## src/rtl/eq_biquad_tdm_if.sv

```systemverilog
`default_nettype none
// ============================================================================
// Module   : eq_biquad_tdm_if
// Brief    : sample handshake, result and coefficient port bundle for the EQ.
// Revision : 1.0
// ============================================================================
interface eq_biquad_tdm_if #(
  parameter int DW    = 24,
  parameter int OW    = 29,
  parameter int CW    = 18,
  parameter int NCH   = 2,
  parameter int NBAND = 4
);
  localparam int CHW = (NCH > 1) ? $clog2(NCH) : 1;
  localparam int AW  = $clog2(NBAND * 5);

  logic                 in_vld;
  logic                 in_rdy;
  logic [CHW-1:0]       in_ch;
  logic signed [DW-1:0] in_data;
  logic                 out_vld;
  logic [CHW-1:0]       out_ch;
  logic signed [OW-1:0] out_data;
  logic                 coe_wr;
  logic [AW-1:0]        coe_addr;
  logic signed [CW-1:0] coe_data;
  logic                 coe_swap;
  logic                 clip;

  modport master (
    output in_vld, in_ch, in_data, coe_wr, coe_addr, coe_data, coe_swap,
    input  in_rdy, out_vld, out_ch, out_data, clip
  );

  modport slave (
    input  in_vld, in_ch, in_data, coe_wr, coe_addr, coe_data, coe_swap,
    output in_rdy, out_vld, out_ch, out_data, clip
  );
endinterface
`default_nettype wire

```

## src/rtl/eq_biquad_tdm.sv

```systemverilog
`default_nettype none
// ============================================================================
// Module   : eq_biquad_tdm
// Brief    : TDM cascaded DF-I biquad EQ on one shared multiplier, double-
//            buffered coefficients; define EQ_SAT_EN for clamping + sticky clip.
// Revision : 1.0
// ============================================================================
module eq_biquad_tdm #(
  parameter int DW    = 24,
  parameter int OW    = 29,
  parameter int CW    = 18,
  parameter int NCH   = 2,
  parameter int NBAND = 4
) (
  input wire             clk,
  input wire             sys_rst,
  eq_biquad_tdm_if.slave bus
);
  localparam int c_chw  = (NCH > 1) ? $clog2(NCH) : 1;
  localparam int c_bw   = (NBAND > 1) ? $clog2(NBAND) : 1;
  localparam int c_ncoe = NBAND * 5;
  localparam int c_aw   = $clog2(c_ncoe);
  localparam int c_acw  = OW + CW + 3;
  localparam logic signed [c_acw-1:0] c_rnd = c_acw'(longint'(1) << (CW - 3));
  localparam logic signed [CW-1:0]    c_one = CW'(longint'(1) << (CW - 2));
  localparam logic [c_chw:0]          c_nch = (c_chw + 1)'(NCH);

  typedef enum logic [1:0] {
    S_IDLE = 2'd0,
    S_MAC  = 2'd1,
    S_WB   = 2'd2,
    S_OUT  = 2'd3
  } state_t;

  state_t r_state, w_state_nxt;

  logic                    r_bank;
  logic                    r_swap_pend;
  logic [2:0]              r_k;
  logic [c_bw-1:0]         r_band;
  logic [c_chw-1:0]        r_ch;
  logic signed [OW-1:0]    r_x;
  logic signed [c_acw-1:0] r_acc;
  logic [c_chw-1:0]        r_out_ch;
  logic signed [OW-1:0]    r_out_data;
  logic signed [CW-1:0]    r_coef [2][c_ncoe];
  logic signed [OW-1:0]    r_x1 [NCH][NBAND];
  logic signed [OW-1:0]    r_x2 [NCH][NBAND];
  logic signed [OW-1:0]    r_y1 [NCH][NBAND];
  logic signed [OW-1:0]    r_y2 [NCH][NBAND];

  logic                    w_rdy;
  logic                    w_accept;
  logic                    w_ch_ok;
  logic                    w_last_band;
  logic [c_aw-1:0]         w_cidx;
  logic signed [CW-1:0]    w_coef;
  logic signed [OW-1:0]    w_opnd;
  logic signed [OW+CW-1:0] w_prod;
  logic signed [c_acw-1:0] w_pext;
  logic signed [c_acw-1:0] w_term;
  logic signed [c_acw-1:0] w_sum;
  logic signed [OW-1:0]    w_res;

  // A pending bank swap owns the first idle cycle, so no sample is taken then.
  assign w_rdy       = sys_rst & (r_state == S_IDLE) & ~r_swap_pend;
  assign w_accept    = w_rdy & bus.in_vld;
  assign w_ch_ok     = ({1'b0, bus.in_ch} < c_nch);
  assign w_last_band = (r_band == c_bw'(NBAND - 1));

  assign w_cidx = c_aw'(r_band) * c_aw'(5) + c_aw'(r_k);
  assign w_coef = r_coef[r_bank][w_cidx];

  always_comb begin
    w_opnd = r_x;
    case (r_k)
      3'd1:    w_opnd = r_x1[r_ch][r_band];
      3'd2:    w_opnd = r_x2[r_ch][r_band];
      3'd3:    w_opnd = r_y1[r_ch][r_band];
      3'd4:    w_opnd = r_y2[r_ch][r_band];
      default: w_opnd = r_x;
    endcase
  end

  assign w_prod = (OW + CW)'(w_coef) * (OW + CW)'(w_opnd);
  assign w_pext = c_acw'(w_prod);
  assign w_term = (r_k >= 3'd3) ? -w_pext : w_pext;
  assign w_sum  = (r_acc + c_rnd) >>> (CW - 2);

`ifdef EQ_SAT_EN
  localparam logic signed [c_acw-1:0] c_max = c_acw'((longint'(1) << (OW - 1)) - 1);
  localparam logic signed [c_acw-1:0] c_min = ~c_max;
  logic w_clamp;
  logic r_clip;

  always_comb begin
    w_clamp = 1'b1;
    w_res   = w_sum[OW-1:0];
    if (w_sum > c_max) begin
      w_res = c_max[OW-1:0];
    end else if (w_sum < c_min) begin
      w_res = c_min[OW-1:0];
    end else begin
      w_clamp = 1'b0;
    end
  end

  always_ff @(posedge clk) begin
    if (!sys_rst) begin
      r_clip <= 1'b0;
    end else if (r_state == S_WB && w_clamp) begin
      r_clip <= 1'b1;
    end
  end

  assign bus.clip = r_clip;
`else
  // Two's-complement wrap: the upper accumulator bits are simply dropped.
  logic w_unused_hi;
  assign w_unused_hi = ^w_sum[c_acw-1:OW];
  assign w_res       = w_sum[OW-1:0];
  assign bus.clip    = 1'b0;
`endif

  always_ff @(posedge clk) begin
    if (!sys_rst) begin
      r_state <= S_IDLE;
    end else begin
      r_state <= w_state_nxt;
    end
  end

  always_comb begin
    w_state_nxt = r_state;
    case (r_state)
      S_IDLE:  if (w_accept && w_ch_ok) w_state_nxt = S_MAC;
      S_MAC:   if (r_k == 3'd4) w_state_nxt = S_WB;
      S_WB:    w_state_nxt = w_last_band ? S_OUT : S_MAC;
      S_OUT:   w_state_nxt = S_IDLE;
      default: w_state_nxt = S_IDLE;
    endcase
  end

  always_ff @(posedge clk) begin
    if (!sys_rst) begin
      r_bank      <= 1'b0;
      r_swap_pend <= 1'b0;
      r_k         <= 3'd0;
      r_band      <= '0;
      r_ch        <= '0;
      r_x         <= '0;
      r_acc       <= '0;
      r_out_ch    <= '0;
      r_out_data  <= '0;
      for (int b = 0; b < 2; b++) begin
        for (int i = 0; i < c_ncoe; i++) begin
          r_coef[b][i] <= (i % 5 == 0) ? c_one : '0;
        end
      end
      for (int c = 0; c < NCH; c++) begin
        for (int n = 0; n < NBAND; n++) begin
          r_x1[c][n] <= '0;
          r_x2[c][n] <= '0;
          r_y1[c][n] <= '0;
          r_y2[c][n] <= '0;
        end
      end
    end else begin
      // Writes always hit the bank that is shadow before any swap this cycle.
      if (bus.coe_wr && (32'(bus.coe_addr) < c_ncoe)) begin
        r_coef[~r_bank][bus.coe_addr] <= bus.coe_data;
      end

      if (r_state == S_IDLE && r_swap_pend) begin
        r_bank      <= ~r_bank;
        r_swap_pend <= bus.coe_swap;
      end else if (bus.coe_swap) begin
        r_swap_pend <= 1'b1;
      end

      case (r_state)
        S_IDLE: begin
          if (w_accept) begin
            r_ch   <= bus.in_ch;
            r_x    <= {{(OW - DW){bus.in_data[DW-1]}}, bus.in_data};
            r_band <= '0;
            r_k    <= 3'd0;
          end
        end
        S_MAC: begin
          r_acc <= (r_k == 3'd0) ? w_term : r_acc + w_term;
          r_k   <= (r_k == 3'd4) ? 3'd0 : r_k + 3'd1;
        end
        S_WB: begin
          r_x2[r_ch][r_band] <= r_x1[r_ch][r_band];
          r_x1[r_ch][r_band] <= r_x;
          r_y2[r_ch][r_band] <= r_y1[r_ch][r_band];
          r_y1[r_ch][r_band] <= w_res;
          r_x                <= w_res;
          r_band             <= r_band + c_bw'(1);
          if (w_last_band) begin
            r_out_data <= w_res;
            r_out_ch   <= r_ch;
          end
        end
        default: ;
      endcase
    end
  end

  assign bus.in_rdy   = w_rdy;
  assign bus.out_vld  = sys_rst & (r_state == S_OUT);
  assign bus.out_ch   = r_out_ch;
  assign bus.out_data = r_out_data;
endmodule
`default_nettype wire

```

## src/flat_wrapper.sv

```systemverilog
// flat-port wrapper written by rule: the top's interface ports become plain ports
module eq_biquad_tdm_flat 
#(
  parameter int DW    = 24,
  parameter int OW    = 29,
  parameter int CW    = 18,
  parameter int NCH   = 2,
  parameter int NBAND = 4
)
  (clk, sys_rst, bus_in_vld, bus_in_ch, bus_in_data, bus_coe_wr, bus_coe_addr, bus_coe_data, bus_coe_swap, bus_in_rdy, bus_out_vld, bus_out_ch, bus_out_data, bus_clip);
  eq_biquad_tdm_if #(.DW(DW), .OW(OW), .CW(CW), .NCH(NCH), .NBAND(NBAND)) bus_i ();
  input wire clk;
  input wire sys_rst;
  input wire logic [$bits(bus_i.in_vld)-1:0] bus_in_vld;
  input wire logic [$bits(bus_i.in_ch)-1:0] bus_in_ch;
  input wire logic [$bits(bus_i.in_data)-1:0] bus_in_data;
  input wire logic [$bits(bus_i.coe_wr)-1:0] bus_coe_wr;
  input wire logic [$bits(bus_i.coe_addr)-1:0] bus_coe_addr;
  input wire logic [$bits(bus_i.coe_data)-1:0] bus_coe_data;
  input wire logic [$bits(bus_i.coe_swap)-1:0] bus_coe_swap;
  output wire logic [$bits(bus_i.in_rdy)-1:0] bus_in_rdy;
  output wire logic [$bits(bus_i.out_vld)-1:0] bus_out_vld;
  output wire logic [$bits(bus_i.out_ch)-1:0] bus_out_ch;
  output wire logic [$bits(bus_i.out_data)-1:0] bus_out_data;
  output wire logic [$bits(bus_i.clip)-1:0] bus_clip;
  assign bus_i.in_vld = bus_in_vld;
  assign bus_i.in_ch = bus_in_ch;
  assign bus_i.in_data = bus_in_data;
  assign bus_i.coe_wr = bus_coe_wr;
  assign bus_i.coe_addr = bus_coe_addr;
  assign bus_i.coe_data = bus_coe_data;
  assign bus_i.coe_swap = bus_coe_swap;
  assign bus_in_rdy = bus_i.in_rdy;
  assign bus_out_vld = bus_i.out_vld;
  assign bus_out_ch = bus_i.out_ch;
  assign bus_out_data = bus_i.out_data;
  assign bus_clip = bus_i.clip;
  eq_biquad_tdm #(.DW(DW), .OW(OW), .CW(CW), .NCH(NCH), .NBAND(NBAND)) u_core (.clk(clk), .sys_rst(sys_rst), .bus(bus_i));
endmodule
```

## config.mk

```make
export PLATFORM = sky130hd
export DESIGN_NAME = eq_biquad_tdm_flat
export DESIGN_NICKNAME = d
export VERILOG_FILES = /design/src/rtl/eq_biquad_tdm_if.sv /design/src/rtl/eq_biquad_tdm.sv /design/src/flat_wrapper.sv
export SDC_FILE = /design/constraint.sdc
export NUM_CORES = 2
export LEC_CHECK = 0
export ABC_AREA = 0
export ABC_CLOCK_PERIOD_IN_PS = 21600
export CAP_MARGIN = 20
export CORE_ASPECT_RATIO = 2
export CORE_MARGIN = 3
export CORE_UTILIZATION = 55
export CTS_BUF_LIST = sky130_fd_sc_hd__clkbuf_8
export CTS_CLUSTER_DIAMETER = 150
export DETAILED_ROUTE_END_ITERATION = 8
export HOLD_SLACK_MARGIN = 0.06
export MAX_ROUTING_LAYER = met4
export PLACE_DENSITY = 0.71
export SYNTH_ARGS = -nofsm -noshare
export SYNTH_HDL_FRONTEND = slang
export SYNTH_SLANG_ARGS = --single-unit
```

## constraint.sdc

```tcl
create_clock -name clk -period 21.6 [get_ports clk]
set_input_delay 4.32 -clock clk [delete_from_list [all_inputs] [get_ports clk]]
set_output_delay 4.32 -clock clk [all_outputs]
set_load 0.05 [all_outputs]
```

======== Word level (Yosys, flattened, before mapping) ========
Memory sizes are Yosys's and may differ from the RTL's. A register that Yosys moved wholly into a read port is not among the register bits.
Cells that the tools add are included.
W data, S select, Z words.
storage, ports and cells
  bits in latches ......................... 0
  RAM bits ................................ 1648
  output and inout port bits .............. 33
  memories kept ........................... 5
  memory bits (read-only) ................. 0
  bits of input ports ..................... 53
  register bits ........................... 119
memory list
  memory         depth  width  read ports  clocked after memory_dff  wr ports  line                 RTL
  u_core.r_coef  2      360    1           1                         2         eq_biquad_tdm.sv:46  logic signed [CW-1:0] r_coef [2][c_ncoe];
  u_core.r_x1    2      116    1           1                         2         eq_biquad_tdm.sv:47  logic signed [OW-1:0] r_x1 [NCH][NBAND];
  u_core.r_x2    2      116    1           1                         2         eq_biquad_tdm.sv:48  logic signed [OW-1:0] r_x2 [NCH][NBAND];
  u_core.r_y1    2      116    1           1                         2         eq_biquad_tdm.sv:49  logic signed [OW-1:0] r_y1 [NCH][NBAND];
  u_core.r_y2    2      116    1           1                         2         eq_biquad_tdm.sv:50  logic signed [OW-1:0] r_y2 [NCH][NBAND];
operators by class
  eq/ne operators ......................... 10
  divide/modulo/power cells ............... 0
  multiplexer cells ....................... 67
  reductions and logical operators ........ 19
  multipliers ............................. 2
  $add $sub $neg .......................... 6
  bitwise logic cells ..................... 9
  magnitude comparators ................... 7
  shift operators ......................... 0
operator list
  operator                  number
  $mux W360                 3
  $mux W116                 9
  $reduce_or A116 Y1        4
  $reduce_or A360 Y1        1
  $mux W29                  10
  $bmux W29 S2              4
  $pmux W29 S4              1
  $mux W50                  2
  $bmux W18 S5              1
  $demux W18 S5             1
  $demux W29 S2             1
  $pmux W29 S2              1
  $mux W18                  3
  $add A50 B50 Y50          1
  $neg A47 Y50              1
  $mul A18 B29 Y47          1
  $add A45 B17 Y45 const B  1
  $mux W1                   22
  $ge A6 B6 Y1 const B      2
  $not A5 Y6                2
  $reduce_and A2 Y1         5
  $mux W2                   4
  $pmux W2 S4               1
  $eq A2 B2 Y1 const B      3
  other kinds (24)          36

======== Longest topological paths before layout ========
  word-level depth ........................ 11
  gate-level depth with buffers ........... 54
  depth with buffers taken out ............ 47

======== Worst setup path after synthesis ========
Ideal clock, no wire load.
  kind .................................... register to register
  from .................................... reg u_core.r_k[1]
  to ...................................... reg u_core.r_acc[44]
  setup slack ............................. 8.782 ns
  library setup time ...................... 0.129 ns
  path buffers ............................ 8
  arrival time ............................ 12.689 ns
  cell stages (with the launch flop) ...... 48
  cell sequence ........................... dfxtp_1 -> ha_1 -> ha_1 -> buf_4 -> buf_1 -> clkbuf_1 -> buf_1 -> clkbuf_1 -> clkbuf_1 -> mux2i_1 -> nor4_1 -> a21oi_1 -> clkbuf_1 -> nor2_1 -> fa_1 -> inv_1 -> fa_1 -> fa_1 -> [... 12 more ...] -> or3_1 -> a2111oi_2 -> nand2_1 -> or4_4 -> o21ai_0 -> xor2_1 -> ha_1 -> and2_1 -> nand2_1 -> o21ai_0 -> a21oi_1 -> o31ai_1 -> a221o_1 -> o31ai_1 -> o21ai_0 -> and3_1 -> o21ai_0 -> nand4_1
between the ends
  cells in the longest elaborated chain, start to end .. 10
  elaborated cells between the ends (all ways) .. 17
RTL lines
  item                                         line                  RTL
  start: declaration                           eq_biquad_tdm.sv:39   logic [2:0] r_k;
  start signal: assignment                     eq_biquad_tdm.sv:192  r_k <= (r_k == 3'd4) ? 3'd0 : r_k + 3'd1;
  $add A5 B3 Y5                                eq_biquad_tdm.sv:71   assign w_cidx = c_aw'(r_band) * c_aw'(5) + c_aw'(r_k);
  $not A5 Y6 (implied by the code)             eq_biquad_tdm.sv:72   assign w_coef = r_coef[r_bank][w_cidx];
  $bmux W18 S5                                 eq_biquad_tdm.sv:72
  $mux W18 (implied by the code) (2 in a row)  eq_biquad_tdm.sv:72
  $mul A18 B29 Y47                             eq_biquad_tdm.sv:85   assign w_prod = (OW + CW)'(w_coef) * (OW + CW)'(w_opnd);
  $neg A47 Y50                                 eq_biquad_tdm.sv:87   assign w_term = (r_k >= 3'd3) ? -w_pext : w_pext;
  $mux W50                                     eq_biquad_tdm.sv:87
  $add A50 B50 Y50                             eq_biquad_tdm.sv:191  r_acc <= (r_k == 3'd0) ? w_term : r_acc + w_term;
  $mux W50 (*)                                 eq_biquad_tdm.sv:191
  end signal: assignment                       eq_biquad_tdm.sv:191
  end: declaration                             eq_biquad_tdm.sv:43   logic signed [c_acw-1:0] r_acc;
Mark *: on every way between the ends. The rest lies on a longest branch, timed or not. The select of a mux whose other input is x is not followed.
A chain may end at the register's enable or synchronous reset.

======== Worst setup path in the final report ========
  from .................................... reg u_core.r_band[0]
  to ...................................... reg u_core.r_acc[39]
between the ends
  cells in the longest elaborated chain, start to end .. 11
  elaborated cells between the ends (all ways) .. 25
RTL lines
  item                                         line                  RTL
  start: declaration                           eq_biquad_tdm.sv:40   logic [c_bw-1:0] r_band;
  start signal: assignment                     eq_biquad_tdm.sv:200  r_band <= r_band + c_bw'(1);
  $mul A2 B3 Y5                                eq_biquad_tdm.sv:71
  $add A5 B3 Y5                                eq_biquad_tdm.sv:71
  $not A5 Y6 (implied by the code)             eq_biquad_tdm.sv:72
  $bmux W18 S5                                 eq_biquad_tdm.sv:72
  $mux W18 (implied by the code) (2 in a row)  eq_biquad_tdm.sv:72
  $mul A18 B29 Y47 (*)                         eq_biquad_tdm.sv:85
  $neg A47 Y50                                 eq_biquad_tdm.sv:87
  $mux W50 (*)                                 eq_biquad_tdm.sv:87
  $add A50 B50 Y50                             eq_biquad_tdm.sv:191
  $mux W50 (*)                                 eq_biquad_tdm.sv:191
Marks and branches as above.

==> results.cfg <==
[clocking]
clk_latency_ns = 1.03
clk_pin_slew_ns = 0.07
clk_path_buf_depth = 4
cts_tree = built
cts_resized = 0
cts_made_buffers = 241
cts-root-buf = clkbuf_8
cts_sinks = 1764
hold_buffers = 0
post-cts-setup-buffer-count = 0
htreeDepth = 4

[logic_synthesis]
synth-edff-count = 1648
syn-num-nets = 7954
ys_types = 86
synth_top_area_frac = 0.517
synth_seq_cells = 1764
yosysWarnings = 0
synthFlopType = edfxtp_1
synthTopCellsByArea = edfxtp_1, fa_1, mux4_2
yosysSeqAreaShare = 0.541
syn_area_um2 = 95800
avgSynthCellArea_um2 = 13.2
async_flop_share = 0
yosysTopAreaCell = edfxtp_1
syn_inst = 7233

[timing]
maxSlewViolCount = 0
clock_skew_ns = 0.125
relSlewSlack = 0.225
fmax_ghz = 0.0677
hold_viol_final = 0
setup_viol = 0
fin_crit_ns = 14.78
fin_crit_sh = 0.684
max_slew.worst_pin.slew_ns = 1.15
rsz0062_at_grt = false
setup-tns-final_ns = 0

[pwr]
pwr-share-seq = 0.428
clkPwrFrac = 0.260
power.share.switching = 0.350
p_comb_frac = 0.312
p_int_w = 0.00599
power_density_nw_per_um2 = 88.2
leakagePower_nw = 39.7
ir_drop_uv = 63.9
p_sw_w = 0.00322

[layout]
area_delta_synth_final_pct = 9.04
nFillCells = 13500
fin_nets = 8007
layout-drive-gt1-share = 0.144
instances_no_fill = 9760

[routing]
drt-total-wl_um = 283000
drc = 0
drtIter0Drc = 5379
routed_via_density = 6.27
vias = 61200
post_drt_wl_per_cell_um = 29.0
final_antenna_net_count = 0
drt_pass1_iterations = 6

[worst_setup_path]
crit_path_frequent_cell = fa_1
start_kind = register
path_class = register to register
crit_path_max_fanout = 99
cp.arrival_ns = 15.66
required_ns = 22.48
crit_slowest_cell = a211oi_1
cp-end-kind = register
critical-path-max-stage-delay_ns = 0.88

[floorplanning]
die_area_um2 = 179000
die_x_um = 301
dieHeight_um = 596
rows = 216
ioPinCount = 86
coreArea_um2 = 173000
initial_utilization = 0.554

[run_status]
status = finished, final reports clean

[grt]
antenna_found_initial = 6
grt_first_pass_wirelength_um = 415000
grt_max_degree = 105
grt-ovfl-total = 0
grtUsageTotal = 0.328
grt_pass1_vias = 65900

[placement]
gp_congestion = 0.970
dp_cells = 9327
port_buffers = 84
hpwlAfterDp_um = 190000

[hold_path]
min_path_type = register to register

[job]
cap_violations = 0
==> sequential cells by signal, summed over array words and instances, names as in the netlist, named ones only <==
name                 cells
u_core.r_bank            1
u_core.r_x              29
u_core.r_x1            232
u_core.r_x2            232
u_core.r_k               3
u_core.bus.out_data     29
u_core.r_coef          720
u_core.r_ch              1
u_core.bus.out_ch        1
u_core.r_swap_pend       1
u_core.r_y1            232
u_core.r_acc            45
u_core.r_y2            232
u_core.r_band            2
u_core.r_state           2
==> metrics by stage <==
| step | setup WS, ns | utilization | hold slack (ns) | power (W) | cell area (um^2) |
|---|---|---|---|---|---|
| finish | 6.82 | 0.604 | 0.464 | 0.00921 | 104000 |
| CTS | 6.88 | 0.603 | 0.461 | 0.00919 | 104000 |
| global route | 5.95 | 0.604 | 0.488 | 0.00956 | 104000 |
| floorplan | 8.78 | - | 0.436 | 0.00584 | 95800 |
| global placement | 7.07 | 0.577 | 0.447 | 0.00678 | 99800 |
| detailed placement | 6.99 | 0.578 | 0.454 | 0.00683 | 100000 |
==> path summary, 6_finish.rpt <==
kind	startpoint	to	slack, ns	cells past startpoint
setup / recovery	u_core.r_band[0]	u_core.r_acc[39]	6.82	44
hold / removal	u_core.r_acc[2]	u_core.r_acc[2]	0.46	2
setup reg to reg	u_core.r_band[0]	u_core.r_acc[39]	6.82	44
hold reg to reg	u_core.r_acc[2]	u_core.r_acc[2]	0.46	2
==> cell type report <==
cell class	instances	area [um^2]	share of cell area
flip-flops and latches	1764	51800	0.496
multi-input cells	4378	40600	0.389
clock buffers	253	3480	0.0334
well taps	2289	2860	0.0274
inverters	640	2410	0.0231
repair buffers	261	2310	0.0221
clock inverters	168	876	0.00839
diodes	7	17.5	0.000168
==> routing by layer <==
layer / wire [um] / GRT usage / up-vias / part of all wire
met5: 0 / - / - / 0
met4: 28900 / 0.270 / 0 / 0.10
met3: 19300 / 0.0474 / 1230 / 0.068
met2: 151000 / 0.577 / 3206 / 0.53
met1: 84400 / 0.317 / 31100 / 0.30
li1: - / - / 25600 / -
==> cells in the mapped netlist (all sizes together), types with 153 or more instances <==
master and n:
inv 639, edfxtp 1648, mux2i 153, and2 479, fa 493, ha 175, clkbuf 357, a21oi 184
mux4 436, o21ai 182, nand2 506, nor2 928
==> power groups by stage <==
stage	Clock (W)	Sequential, W	Combinational [W]
after global routing	0.00255	0.00396	0.00306
final	0.00240	0.00394	0.00287
after CTS	0.00242	0.00394	0.00283
after detailed placement	0	0.00402	0.00281
after floorplan	0	0.00399	0.00184
after global placement	0	0.00400	0.00277
==> kinds of logic after synthesis <==
logic type                 after synthesis  share of synthesized area
DFF                                   1764                      0.541
muxes                                  594                      0.119
buffers and inverters                 1091                     0.0438
AOI/OAI and AO/OA                      652                     0.0430
xor gates and xnor gates               162                     0.0148
other                                    1                  0.0000392
and+or+nand+nor                       2301                      0.112
adders and majority gates              668                      0.126
==> layout by cell type, fill, tap and decap left out, types with 54 or more instances in the layout <==
master / count
a21oi_1: 161
and2_1: 477
and3_1: 78
buf_4: 164
clkbuf_8: 253
clkdlybuf4s50_1: 83
dfxtp_1: 113
edfxtp_1: 1648
fa_1: 492
ha_1: 173
inv_1: 714
mux2i_1: 146
mux4_2: 436
nand2_1: 491
nand3_1: 80
nor2_1: 909
nor3_1: 54
o21ai_0: 153
xnor2_1: 95
xor2_1: 65
==> worst max-delay path: cells and delay by family, from the launching register on <==
kind	cells	cell delay (ns)
AO/OA/AOI/OAI	15	4.28
AND/OR/NAND/NOR	10	2.17
buffers and inverters	7	2.09
multiplexers	2	0.99
flip-flops	1	0.39
adder cells (fa/ha/maj)	8	3.99
XOR/XNOR	2	0.54
No activity file was read; power rests on OpenSTA's default activity.
